==> src/rtl/csa16_seq_ctrl.sv <==
`default_nettype none
// +------------------------------------------------------------------------+
// | csa16_seq_ctrl : three-operand adder, one 4-bit carry-save slice/cycle |
// | csa            : 4-bit carry-save adder (sum and carry vectors)        |
// | Revision: 1.0                                                          |
// +------------------------------------------------------------------------+

module csa (
   input  logic [3:0] x,
   input  logic [3:0] y,
   input  logic [3:0] z,
   output logic [3:0] s,
   output logic [3:0] cy
);
   assign s  = x ^ y ^ z;
   assign cy = (x & y) | (x & z) | (y & z);
endmodule

module csa16_seq_ctrl #(
   parameter int NSLICE = 4
) (
   input  logic                    clk,
   input  logic                    rst_n,
   input  logic                    in_valid,
   output logic                    in_ready,
   input  logic [4*NSLICE-1:0]     a,
   input  logic [4*NSLICE-1:0]     b,
   input  logic [4*NSLICE-1:0]     c,
   output logic                    out_valid,
   input  logic                    out_ready,
   output logic [4*NSLICE+1:0]     sum,
   output logic                    busy
);
   localparam int W  = 4 * NSLICE;
   localparam int IW = (NSLICE > 1) ? $clog2(NSLICE) : 1;
   localparam logic [IW-1:0] c_idx_last = IW'(NSLICE - 1);
   localparam logic [IW-1:0] c_idx_one  = IW'(1);

   typedef enum logic [1:0] {
      S_IDLE = 2'd0,
      S_RUN  = 2'd1,
      S_DONE = 2'd2
   } state_t;

   state_t          r_state;
   state_t          w_state_nxt;
   logic [W-1:0]    r_a;
   logic [W-1:0]    r_b;
   logic [W-1:0]    r_c;
   logic [1:0]      r_carry;
   logic [W+1:0]    r_sum;
   logic [IW-1:0]   r_idx;

   logic [W-1:0]    w_a_sh;
   logic [W-1:0]    w_b_sh;
   logic [W-1:0]    w_c_sh;
   logic [3:0]      w_s;
   logic [3:0]      w_cy;
   logic [5:0]      w_t;
   logic            w_last;
   logic            w_accept;

   // Operands are shifted down so the active nibble always sits at bit 0.
   assign w_a_sh = r_a >> {r_idx, 2'b00};
   assign w_b_sh = r_b >> {r_idx, 2'b00};
   assign w_c_sh = r_c >> {r_idx, 2'b00};

   csa u_csa (
      .x  (w_a_sh[3:0]),
      .y  (w_b_sh[3:0]),
      .z  (w_c_sh[3:0]),
      .s  (w_s),
      .cy (w_cy)
   );

   // Carry vector has weight 2; slice total stays within 0..47.
   assign w_t      = {2'b00, w_s} + {1'b0, w_cy, 1'b0} + {4'b0000, r_carry};
   assign w_last   = (r_idx == c_idx_last);
   assign w_accept = (r_state == S_IDLE) && in_valid;

   always_ff @(posedge clk or negedge rst_n) begin
      if (!rst_n) begin
         r_state <= S_IDLE;
      end else begin
         r_state <= w_state_nxt;
      end
   end

   always_comb begin
      w_state_nxt = r_state;
      in_ready    = 1'b0;
      out_valid   = 1'b0;
      busy        = 1'b1;
      case (r_state)
         S_IDLE: begin
            in_ready = 1'b1;
            busy     = 1'b0;
            if (in_valid) w_state_nxt = S_RUN;
         end
         S_RUN: begin
            if (w_last) w_state_nxt = S_DONE;
         end
         S_DONE: begin
            out_valid = 1'b1;
            if (out_ready) w_state_nxt = S_IDLE;
         end
         default: begin
            w_state_nxt = S_IDLE;
         end
      endcase
   end

   always_ff @(posedge clk or negedge rst_n) begin
      if (!rst_n) begin
         r_a     <= '0;
         r_b     <= '0;
         r_c     <= '0;
         r_carry <= '0;
         r_sum   <= '0;
         r_idx   <= '0;
      end else if (w_accept) begin
         r_a     <= a;
         r_b     <= b;
         r_c     <= c;
         r_carry <= '0;
         r_sum   <= '0;
         r_idx   <= '0;
      end else if (r_state == S_RUN) begin
         r_sum[{r_idx, 2'b00} +: 4] <= w_t[3:0];
         r_carry                    <= w_t[5:4];
         if (w_last) begin
            r_sum[W+1:W] <= w_t[5:4];
         end else begin
            r_idx <= r_idx + c_idx_one;
         end
      end
   end

   assign sum = r_sum;

endmodule
`default_nettype wire

==> config.mk <==
export PLATFORM = sky130hd
export DESIGN_NAME = csa16_seq_ctrl
export DESIGN_NICKNAME = d
export VERILOG_FILES = /design/src/rtl/csa16_seq_ctrl.sv
export SDC_FILE = /design/constraint.sdc
export NUM_CORES = 1
export LEC_CHECK = 0
export CORE_MARGIN = 2
export CORE_UTILIZATION = 40
export CTS_BUF_LIST = sky130_fd_sc_hd__clkbuf_4
export DETAILED_ROUTE_END_ITERATION = 6
export PLACE_DENSITY = 0.65
export SLEW_MARGIN = 15
export SYNTH_ARGS = -nofsm -noshare
export SYNTH_HDL_FRONTEND = slang
export SYNTH_SLANG_ARGS = --single-unit
==> constraint.sdc <==
create_clock -name clk -period 7.4 [get_ports clk]
set_input_delay 1.48 -clock clk [delete_from_list [all_inputs] [get_ports clk]]
set_output_delay 1.48 -clock clk [all_outputs]
set_load 0.02 [all_outputs]
==> run summary <==
==================================================================================================
Standard-cell row count                                                                         33
Count of unique library cells instantiated by Yosys                                             33
Total Neg Setup Slack                                                                         0 ns
Detail Placement HPWL                                                                      4910 um
Area growth syn-to-layout                                                                    27.5%
CTS-repair resized insts                                                                         0
Critical Path AT                                                                           4.08 ns
CP Launch Type                                                                            register
Type of the worst min-delay path                                                      register to register
Post-layout min period                                                                     3.75 ns
RSZ-0062 raised after global routing                                                         false
Worst R2R Start                                                                       r_idx[0]$_DFFE_PN0P_
Total clock sinks                                                                               72
Total congestion overflow after global routing                                                   0
Post-route clock skew                                                                    0.0120 ns
Hold path start                                                                       r_a[8]$_DFFE_PN0P_
Cell type group with the largest total delay on the critical path                      adder cells
Clock tree from TritonCTS                                                                      yes
Number of buffers created by CTS                                                                 9
Initial cell density of the core                                                             41.7%
Number of detailed-routing iterations run before antenna repair                                  4
First-pass GRT wire length                                                                11400 um
Die area                                                                               0.00941 mm2
Slowest stage cell on the critical path                                               sky130_fd_sc_hd__dfrtp_1
Seq/Total Area, Yosys                                                                        52.1%
# fillers                                                                                      727
Finish-stage setup viols                                                                         0
Worst Reg2Reg Path Length in Cells                                                              11
Global-route usage over all layers                                                           15.3%
Post-route antenna net violation count                                                           0
Category of the worst setup path capture point                                            register
Core box area                                                                          0.00830 mm2
Via count of the first global-routing pass                                                    2323
Multiplexer share of the synthesized area                                                    24.0%
Outcome                                                                               finished, final reports clean
Cell-by-cell trace of the critical path                                               buf_4 -> mux4_2 -> fa_1 -> inv_1 -> fa_1 -> inv_1 -> ha_1 -> a21o_1 -> a21oi_1 -> mux2_2 -> a31oi_1
Maximum number of buffers from clock root to sink                                                2
Fin. max-slew vios                                                                               0
Share of synthesized cell area in full adder, half adder and majority cells                  7.45%
Post-CTS setup buffer count                                                                      0
Relative max-transition margin                                                               39.8%
Clock latency on the worst-skew pair                                                       0.40 ns
Area share of and/or/nand/nor cells after synthesis                                          4.56%
Initial DRC Count                                                                               92
Worst setup path start                                                                r_idx[0]$_DFFE_PN0P_
Compound-gate portion of the synthesized area                                                7.05%
Maximum single-stage delay on the critical path                                            0.58 ns
Final count of hold timing violations                                                            0
End of the critical path                                                              sum[16]$_DFFE_PN0P_
Post-synthesis sequential element count                                                         72
Fin crit share                                                                               50.7%
Diode count                                                                                      0
Wirelength per Cell                                                                        15.7 um
CTS H-Tree Depth                                                                                 3
Dominant combinational cell family by area after synthesis                            multiplexers
Total buffers and inverters traversed by the critical path                                       3
Clock transition time at the flip-flop clock pins of the worst setup and hold paths        0.11 ns
Antenna violations before repair                                                                 0
Transition time at the pin with the least slew margin                                     0.904 ns
Number of cells on the critical path                                                            11
Net count after synthesis                                                                      307
Count of boundary I/O pins                                                                      73
Chip Width                                                                                 97.0 um
Post-route standard cell area excluding fillers                                        0.00441 mm2
Remaining design rule violation count                                                            0
Layout cell share with drive strength beyond 1                                               24.6%
Detail-routed via count per cell                                                              5.09
Placed instance count                                                                          406
Worst Path Required                                                                        7.73 ns
Count of hold buffers inserted by post-cts repair                                                0
Synthesis warning total                                                                          0
Vertical die dimension                                                                     97.0 um
Count of nets after finishing                                                                  381
Maximum clock frequency                                                                    267 MHz
Clock tree root driver cell                                                           sky130_fd_sc_hd__clkbuf_4
Placer Congestion                                                                            0.828
Layout Cells excl Fill                                                                         422
Type of the setup path with the least slack                                           register to register
Pin count of the biggest net entering global routing                                            73
Via count                                                                                     2146
Gate count of the mapped netlist                                                               238
Xor/xnor cell area share of the yosys netlist                                               0.759%
Placed inst area                                                                       0.00423 mm2
Biggest fanout along the worst timing path                                                      11
IO Port Bufs                                                                                    72
Worst reg2reg endpoint                                                                sum[16]$_DFFE_PN0P_
Final-layout worst hold slack                                                             0.498 ns
Internal reg-to-reg setup slack                                                            3.65 ns
Average size of a mapped cell                                                             14.5 um2
Max-cap violations                                                                               0
Total routed wirelength                                                                    6630 um
Cell area after synthesis                                                              0.00346 mm2
==================================================================================================
worst register-to-register path, stage by stage (launching register included):
cell	delay (ns)
sky130_fd_sc_hd__dfrtp_1	0.58
sky130_fd_sc_hd__buf_4	0.32
sky130_fd_sc_hd__mux4_2	0.56
sky130_fd_sc_hd__fa_1	0.54
sky130_fd_sc_hd__inv_1	0.05
sky130_fd_sc_hd__fa_1	0.48
sky130_fd_sc_hd__inv_1	0.04
sky130_fd_sc_hd__ha_1	0.20
sky130_fd_sc_hd__a21o_1	0.18
sky130_fd_sc_hd__a21oi_1	0.23
sky130_fd_sc_hd__mux2_2	0.37
sky130_fd_sc_hd__a31oi_1	0.16
Yosys cell counts, drive strengths merged:
cell,n,share of area (%)
a21o,1,0.22
a21oi,5,0.72
a22o,17,4.3
a31oi,2,0.36
and2,1,0.18
and3,2,0.36
buf,10,2.7
clkbuf,1,0.11
dfrtp,72,52
fa,6,3.5
ha,11,4.0
inv,12,1.3
mux2,49,16
mux2i,1,0.29
mux4,12,7.8
nand2,7,0.76
nand2b,4,0.72
nand3,2,0.29
nor2,5,0.61
nor2b,2,0.36
nor3,1,0.29
nor3b,2,0.43
nor4,1,0.36
o21ai,6,0.87
o221a,1,0.33
o2bb2ai,1,0.25
or2,1,0.18
xnor2,2,0.51
xor2,1,0.25
layout by cell type (no fill, tap or decap), types with 5 or more instances in the layout:
cell                              synthesis  final
sky130_fd_sc_hd__dfrtp_1                 72     72
sky130_fd_sc_hd__ha_1                    11     11
sky130_fd_sc_hd__a22o_1                  17     17
sky130_fd_sc_hd__o21ai_0                  6      6
sky130_fd_sc_hd__clkdlybuf4s50_1          0     71
sky130_fd_sc_hd__nand2_1                  7      7
sky130_fd_sc_hd__clkbuf_4                 0     10
sky130_fd_sc_hd__mux2_1                   7      7
sky130_fd_sc_hd__inv_1                   12     12
sky130_fd_sc_hd__mux4_2                  12     12
sky130_fd_sc_hd__a21oi_1                  5      5
sky130_fd_sc_hd__mux2_2                  42     42
sky130_fd_sc_hd__fa_1                     6      6
worst min-delay path by stage:
| stage | endpoint | slack [ns] | depth (start not counted) |
|---|---|---|---|
| 2_1_floorplan | r_a[8]$_DFFE_PN0P_ | 0.45 | 1 |
| 3_3_place_gp | r_c[1]$_DFFE_PN0P_ | 0.47 | 1 |
| 3_5_place_dp | r_c[1]$_DFFE_PN0P_ | 0.47 | 1 |
| 4_1_cts | r_c[1]$_DFFE_PN0P_ | 0.50 | 1 |
| 5_1_grt | sum[1]$_DFFE_PN0P_ | 0.53 | 1 |
| 6_report | r_a[8]$_DFFE_PN0P_ | 0.50 | 1 |
sequential cells by signal, indices dropped and copies added, names as in the netlist:
register / cells
r_a: 16
r_b: 16
r_c: 16
r_carry: 2
r_idx: 2
r_state: 2
sum: 18
final cells by class:
cell class | count | area, um2 | area share (%)
Clock buffer | 10 | 75.1 | 1.70
Sequential cell | 72 | 1800 | 40.8
Timing Repair Buffer | 74 | 733 | 16.6
Inverter | 12 | 45.0 | 1.02
Multi-Input combinational cell | 143 | 1520 | 34.4
Tap cell | 105 | 131 | 2.98
Clock inverter | 6 | 108 | 2.44
kinds of logic after synthesis:
kind of cell | count (synthesis)
fa+ha+maj | 17
mux | 62
compound gates | 33
flops | 72
buf+inv | 23
xor+xnor | 3
simple gates | 28
metrics by stage:
step           setup WS (ns)  utilization [%]
2_1_floorplan           4.06                -
3_3_place_gp            3.72             51.0
3_5_place_dp            3.64             51.0
4_1_cts                 3.62             53.2
5_1_grt                 3.45             53.2
6_report                3.65             53.2
per-layer routing:
metal	vias to the layer above	wire, um	track usage (%)
met3	10	386	5.06
met2	66	3240	25.2
met1	1053	2920	19.1
met4	0	89	4.88
met5	-	0	0
li1	1017	-	-
Power is left out: the tool's default activity adds up to more than one toggle a clock period on the data nets, which glitch-free logic cannot reach.
